$ cat src/rtl/led_blink_scheduler_pkg.sv
// Shared types and defaults for the LED blink scheduler.
//   state_e   : burst sequencer states
//   DEF_*     : default parameter values
//   idx_w()   : width of a requester index
package led_blink_scheduler_pkg;

  typedef enum logic [1:0] {
    ST_IDLE = 2'd0,
    ST_ON   = 2'd1,
    ST_OFF  = 2'd2,
    ST_GAP  = 2'd3
  } state_e;

  localparam int unsigned DEF_N_REQ     = 4;
  localparam int unsigned DEF_CNT_W     = 4;
  localparam int unsigned DEF_TMR_W     = 8;
  localparam int unsigned DEF_ON_TICKS  = 8;
  localparam int unsigned DEF_OFF_TICKS = 8;
  localparam int unsigned DEF_GAP_TICKS = 16;

  // At least one bit so a single-requester build still has a legal index.
  function automatic int unsigned idx_w(input int unsigned n);
    return (n > 1) ? $clog2(n) : 1;
  endfunction

endpackage

$ cat src/rtl/led_blink_scheduler_arb.sv
// Round-robin pick: first set request strictly after ptr_i, wrapping around.
//   req_i       : request levels
//   ptr_i       : index of the last granted requester
//   onehot_c_o  : one-hot of the winner (combinational)
//   index_c_o   : binary index of the winner (combinational)
//   valid_c_o   : any request present (combinational)
module led_blink_scheduler_arb
  import led_blink_scheduler_pkg::*;
#(
  parameter int unsigned N_REQ = DEF_N_REQ,
  localparam int unsigned IDX_W = idx_w(N_REQ)
) (
  input  logic [N_REQ-1:0] req_i,
  input  logic [IDX_W-1:0] ptr_i,
  output logic [N_REQ-1:0] onehot_c_o,
  output logic [IDX_W-1:0] index_c_o,
  output logic             valid_c_o
);

  logic [IDX_W-1:0] cand;

  // Scan from the farthest offset down to the nearest so the nearest set request wins.
  always_comb begin
    onehot_c_o = '0;
    index_c_o  = '0;
    valid_c_o  = 1'b0;
    cand       = '0;
    for (int unsigned k = N_REQ; k > 0; k--) begin
      cand = IDX_W'((32'(ptr_i) + k) % N_REQ);
      if (req_i[cand]) begin
        onehot_c_o = N_REQ'(1) << cand;
        index_c_o  = cand;
        valid_c_o  = 1'b1;
      end
    end
  end

endmodule

$ cat src/rtl/led_blink_scheduler.sv
// Shares one LED among N_REQ requesters: round-robin grant, then ON/OFF blink
// phases for the granted count, then a guard gap before the next grant.
//   clk   : system clock
//   reset : asynchronous active-low reset
//   req   : level request per requester
//   cnt   : blink count per requester, slice i = cnt[i*CNT_W +: CNT_W]
//   gnt   : one-hot grant pulse when a burst is accepted
//   busy  : burst (including gap) in progress
//   done  : pulse when a burst's gap ends
//   out   : LED drive
module led_blink_scheduler
  import led_blink_scheduler_pkg::*;
#(
  parameter int unsigned N_REQ     = DEF_N_REQ,
  parameter int unsigned CNT_W     = DEF_CNT_W,
  parameter int unsigned TMR_W     = DEF_TMR_W,
  parameter int unsigned ON_TICKS  = DEF_ON_TICKS,
  parameter int unsigned OFF_TICKS = DEF_OFF_TICKS,
  parameter int unsigned GAP_TICKS = DEF_GAP_TICKS
) (
  input  logic                   clk,
  input  logic                   reset,
  input  logic [N_REQ-1:0]       req,
  input  logic [N_REQ*CNT_W-1:0] cnt,
  output logic [N_REQ-1:0]       gnt,
  output logic                   busy,
  output logic                   done,
  output logic                   out
);

  localparam int unsigned IDX_W = idx_w(N_REQ);

  // Phase reload values, truncated to the timer width.
  localparam logic [TMR_W-1:0] ON_LOAD  = TMR_W'(ON_TICKS - 1);
  localparam logic [TMR_W-1:0] OFF_LOAD = TMR_W'(OFF_TICKS - 1);
  localparam logic [TMR_W-1:0] GAP_LOAD = TMR_W'(GAP_TICKS - 1);

  state_e           state_q, state_d;
  logic [TMR_W-1:0] timer_q, timer_d;
  logic [CNT_W-1:0] rem_q,   rem_d;
  logic [IDX_W-1:0] ptr_q,   ptr_d;
  logic [N_REQ-1:0] gnt_q,   gnt_d;
  logic             done_q,  done_d;
  logic             busy_q,  busy_d;
  logic             out_q;

  logic [N_REQ-1:0] arb_onehot;
  logic [IDX_W-1:0] arb_index;
  logic             arb_valid;
  logic [CNT_W-1:0] cnt_sel;

  led_blink_scheduler_arb #(
    .N_REQ (N_REQ)
  ) u_arb (
    .req_i      (req),
    .ptr_i      (ptr_q),
    .onehot_c_o (arb_onehot),
    .index_c_o  (arb_index),
    .valid_c_o  (arb_valid)
  );

  // Count of the requester the arbiter would pick this cycle.
  assign cnt_sel = CNT_W'(cnt >> (32'(arb_index) * CNT_W));

  // Next-state: burst sequencing, timer and remaining-blink bookkeeping.
  always_comb begin
    state_d = state_q;
    timer_d = timer_q;
    rem_d   = rem_q;
    ptr_d   = ptr_q;
    gnt_d   = '0;
    done_d  = 1'b0;
    unique case (state_q)
      ST_IDLE: begin
        if (arb_valid) begin
          ptr_d = arb_index;
          gnt_d = arb_onehot;
          rem_d = cnt_sel;
          if (cnt_sel != '0) begin
            state_d = ST_ON;
            timer_d = ON_LOAD;
          end else begin
            state_d = ST_GAP;
            timer_d = GAP_LOAD;
          end
        end
      end
      ST_ON: begin
        if (timer_q == '0) begin
          // Guarded so a zero count can never wrap.
          if (rem_q != '0) rem_d = rem_q - CNT_W'(1);
          state_d = ST_OFF;
          timer_d = OFF_LOAD;
        end else begin
          timer_d = timer_q - TMR_W'(1);
        end
      end
      ST_OFF: begin
        if (timer_q == '0) begin
          if (rem_q != '0) begin
            state_d = ST_ON;
            timer_d = ON_LOAD;
          end else begin
            state_d = ST_GAP;
            timer_d = GAP_LOAD;
          end
        end else begin
          timer_d = timer_q - TMR_W'(1);
        end
      end
      ST_GAP: begin
        if (timer_q == '0) begin
          state_d = ST_IDLE;
          done_d  = 1'b1;
        end else begin
          timer_d = timer_q - TMR_W'(1);
        end
      end
      default: state_d = ST_IDLE;
    endcase
    busy_d = (state_d != ST_IDLE);
  end

  // State and output registers; reset starts the pointer at the last index so req[0] wins first.
  always_ff @(posedge clk or negedge reset) begin
    if (!reset) begin
      state_q <= ST_IDLE;
      timer_q <= '0;
      rem_q   <= '0;
      ptr_q   <= IDX_W'(N_REQ - 1);
      gnt_q   <= '0;
      done_q  <= 1'b0;
      busy_q  <= 1'b0;
      out_q   <= 1'b0;
    end else begin
      state_q <= state_d;
      timer_q <= timer_d;
      rem_q   <= rem_d;
      ptr_q   <= ptr_d;
      gnt_q   <= gnt_d;
      done_q  <= done_d;
      busy_q  <= busy_d;
      // One cycle behind the sequencer state.
      out_q   <= (state_q == ST_ON);
    end
  end

  assign gnt  = gnt_q;
  assign done = done_q;
  assign busy = busy_q;
  assign out  = out_q;

endmodule

$ cat config.mk
export PLATFORM = sky130hd
export DESIGN_NAME = led_blink_scheduler
export DESIGN_NICKNAME = d
export VERILOG_FILES = /design/src/rtl/led_blink_scheduler_pkg.sv /design/src/rtl/led_blink_scheduler_arb.sv /design/src/rtl/led_blink_scheduler.sv
export SDC_FILE = /design/constraint.sdc
export NUM_CORES = 1
export LEC_CHECK = 0
export ABC_AREA = 1
export CAP_MARGIN = 25
export CORE_ASPECT_RATIO = 1.75
export CORE_UTILIZATION = 50
export CTS_BUF_LIST = sky130_fd_sc_hd__clkbuf_16
export DETAILED_ROUTE_END_ITERATION = 7
export GPL_ROUTABILITY_DRIVEN = 1
export GPL_TIMING_DRIVEN = 0
export PLACE_DENSITY = 0.76
export SLEW_MARGIN = 10
export SYNTH_ARGS = -nofsm -noshare
export SYNTH_HDL_FRONTEND = slang
export SYNTH_SLANG_ARGS = --single-unit
$ cat constraint.sdc
create_clock -name clk -period 3.1 [get_ports clk]
set_input_delay 0.31 -clock clk [delete_from_list [all_inputs] [get_ports clk]]
set_output_delay 0.31 -clock clk [all_outputs]
set_load 0.02 [all_outputs]
==> impl_metrics.csv <==
group,metric,value,unit
sta,final_max_slew_viol_count,0,
critical_path,cp_slowest_stage_delay,0.65,ns
grt,grt_pass1_wl,6070,µm
power_and_ir_drop,intPower,517,µW
sta,finalSetupViolCount,0,
power_and_ir_drop,p_sw,146,µW
floorplanning,die-area,3790,µm²
yosys,synthTopCellsByArea,"dfrtp_1, nand2_1, ha_1",
detailed_routing,num_vias,1654,
critical_path,critical_path.slowest_cell,"dfstp_2",
yosys,synthDominantCellAreaShare,29.7,%
sta,layout_min_cycle_time,2.57,ns
sta,max_clock_freq,389,MHz
status,outcome,"finished clean",
yosys,yosys.area_share.simple,37.8,%
detailed_routing,dr.first_iter.drc_count,24,
layout,final_cell_area,2200,µm²
place,io_buffer_count,28,
critical_path,crit_chain,"inv_4 -> ha_1 -> inv_1 -> nand3_1 -> nand2_2 -> inv_2 -> nand2_4 -> nand2_2 -> nand2_4 -> nand2_4 -> nand2_1 -> nand3_1 -> nand2_1 -> nor2_1 -> nand2_1 -> nand2_1 -> nand2_1 -> nand2_1",
sta,tightest_slew,0.630,ns
layout,fin_cells,324,
worst_hold_path,hold_class,"in -> async",
yosys,async_reset_ff_share,100,%
yosys,ys_types,30,
place,place_area,2110,µm²
detailed_routing,drt_pass1_iterations,4,
critical_path,critPathRequiredTime,3.25,ns
yosys,syn_nets,280,
layout,fin_nets,314,
layout,drive_above_1_share,10.8,%
detailed_routing,routedWlPerCell,10.9,µm
yosys,synth_top_family_by_area,"simple AND/OR/NAND/NOR gates",
power_and_ir_drop,p_comb_share,13.7,%
sta,setup_tns,0,ns
yosys,yosysSeqAreaShare,32.7,%
place,gp_congestion,0.812,
clocking,cts_root_buf,"clkbuf_16",
sta,relSlewSlack,57.8,%
power_and_ir_drop,powerDensity,301,nW/µm²
clocking,cts_tree,"yes",
sta,period_share,82.9,%
clocking,post_cts_buffers,0,
detailed_routing,postRouteAntennaNets,0,
sta,skew,0.00267,ns
power_and_ir_drop,vdd_drop_max,0.199,mV
clocking,cts.sinks,23,
floorplanning,io_pins,29,
clocking,path_clk_slew,0.06,ns
yosys,synthXorXnorAreaFrac,2.48,%
critical_path,path_class,"reg -> reg",
run,maxCapViolations,0,
place,place_inst,319,
critical_path,crit_buf_inv,3,
yosys,yosys_warnings,0,
clocking,cts_resized,0,
yosys,synth_compound_area_share,9.69,%
critical_path,end_kind,"flip-flop",
power_and_ir_drop,p_leak,1.10,nW
yosys,muxShareOfSynthArea,0,%
floorplanning,die_w,47.0,µm
sta,holdWs,0.283,ns
grt,grt_pass1_vias,1551,
power_and_ir_drop,switching_share,22.0,%
floorplanning,core_area,3360,µm²
critical_path,path_max_fanout,11,
floorplanning,fp.dieH,80.7,µm
grt,grt_overflow,0,
yosys,ys.flop_type,"dfrtp_1",
floorplanning,rows,28,
power_and_ir_drop,seq_power_share,45.3,%
critical_path,cp_common_cell,"nand2_1",
yosys,synthCells,246,
detailed_routing,via_per_inst,5.10,
place,place_ws,0.528,ns
clocking,htree_num_levels,1,
yosys,synthAdderAreaFrac,8.49,%
sta,hold_violations,0,
clocking,cts_buffers,3,
yosys,synth_top_area_cell,"dfrtp_1",
clocking,clk_latency,0.25,ns
grt,track_usage,21.4,%
yosys,ys_ff_latch,23,
yosys,syn_area_per_cell,7.19,µm²
grt,antenna_found_initial,0,
place,hpwl,2790,µm
layout,num_antenna_cells,0,
layout,fillers,323,
critical_path,crit_family,"simple AND/OR/NAND/NOR gates",
clocking,hold_buffers,0,
yosys,synth_edf_count,0,
critical_path,worst_setup_path_start_kind,"flip-flop",
sta,setup_ws,0.529,ns
sta,rsz0062_at_grt,"false",
layout,synthToLayoutAreaGrowth,24.3,%
critical_path,arrival,2.72,ns
detailed_routing,drc,0,
grt,grt_max_degree,24,
yosys,synth_area,1770,µm²
floorplanning,start_util,52.6,%
detailed_routing,routed_wl,3520,µm
power_and_ir_drop,p_clk_share,41.0,%
clocking,cts_buffer_depth,2,
-- layout by cell type, fill, tap and decap left out, types with 2 or more instances in the layout --
cell type | synthesis | routed
nor2_1 | 27 | 27
a31oi_1 | 4 | 4
dfstp_2 | 2 | 2
inv_2 | 3 | 3
nand2_2 | 6 | 6
a21oi_1 | 10 | 10
xor2_1 | 4 | 4
nand2_1 | 53 | 53
inv_1 | 37 | 38
nand3_1 | 22 | 22
o21ai_0 | 6 | 6
clkbuf_16 | 0 | 3
a211oi_1 | 2 | 2
clkdlybuf4s50_1 | 0 | 28
nand2_4 | 6 | 6
nand3b_1 | 7 | 7
dfrtp_1 | 21 | 21
nor3_1 | 6 | 6
nand3_2 | 4 | 4
a22oi_1 | 2 | 2
or2_2 | 2 | 2
ha_1 | 12 | 12
-- kinds of logic (layout without fill, tap and decap cells) --
family,after synthesis,count (layout)
and+or+nand+nor,136,136
buffers and inverters,41,74
xor gates and xnor gates,5,5
DFF,23,23
adders and majority gates,12,12
AOI/OAI and AO/OA,29,29
-- metal layers --
metal	vias up	track usage [%]	share of wire (%)
li1	861	-	-
met1	752	20.8	39
met4	0	8.86	2.2
met5	-	0	0
met3	8	2.70	1.8
met2	33	41.4	57
-- area by class of cell --
| cell class | count | area, µm² | area share, % |
|---|---|---|---|
| multi-input cells | 182 | 1030 | 47.0 |
| repair buffers | 29 | 295 | 13.4 |
| clock buffers | 3 | 75.1 | 3.41 |
| well taps | 45 | 56.3 | 2.56 |
| clock inverters | 1 | 3.75 | 0.171 |
| flip-flops and latches | 23 | 578 | 26.3 |
| inverters | 41 | 156 | 7.11 |
-- power groups by stage --
stage	clock, mW	combinational, mW	sequential (mW)
floorplan	0	0.0496	0.306
finish	0.271	0.0909	0.300
CTS	0.273	0.0896	0.300
global route	0.288	0.102	0.300
global placement	0	0.0888	0.306
detailed placement	0	0.0893	0.306
-- sequential cells by signal (all words and copies together) (netlist names) --
name and cells:
done 1, rem_q 4, gnt 4, out 1, ptr_q 2, busy 1
state_q 2, timer_q 8
-- final timing paths --
kind | from | end | slack, ns | cells after the start
min | reset | gnt[2] | 0.28 | 1
max | ptr_q[0] | timer_q[3] | 0.53 | 18
min reg2reg | timer_q[0] | timer_q[0] | 0.50 | 1
max reg2reg | ptr_q[0] | timer_q[3] | 0.53 | 18
min in group clk | timer_q[0] | timer_q[0] | 0.50 | 1
max in group asynchronous | reset | ptr_q[0] | 2.34 | 2
-- cell usage after synthesis (all sizes together) (2+ instances only) --
library cell	n
a211oi	2
a21oi	10
a22oi	2
a31oi	4
dfrtp	21
dfstp	2
ha	12
inv	41
nand2	65
nand3	26
nand3b	7
nor2	28
nor3	6
o21ai	8
or2	2
xor2	4
-- through the flow --
| stage | util, % | total power [mW] |
|---|---|---|
| floorplan | - | 0.355 |
| global placement | 62.6 | 0.395 |
| detailed placement | 62.6 | 0.395 |
| CTS | 65.0 | 0.663 |
| global route | 65.4 | 0.690 |
| finish | 65.4 | 0.663 |
No activity file was read; power rests on OpenSTA's default activity.
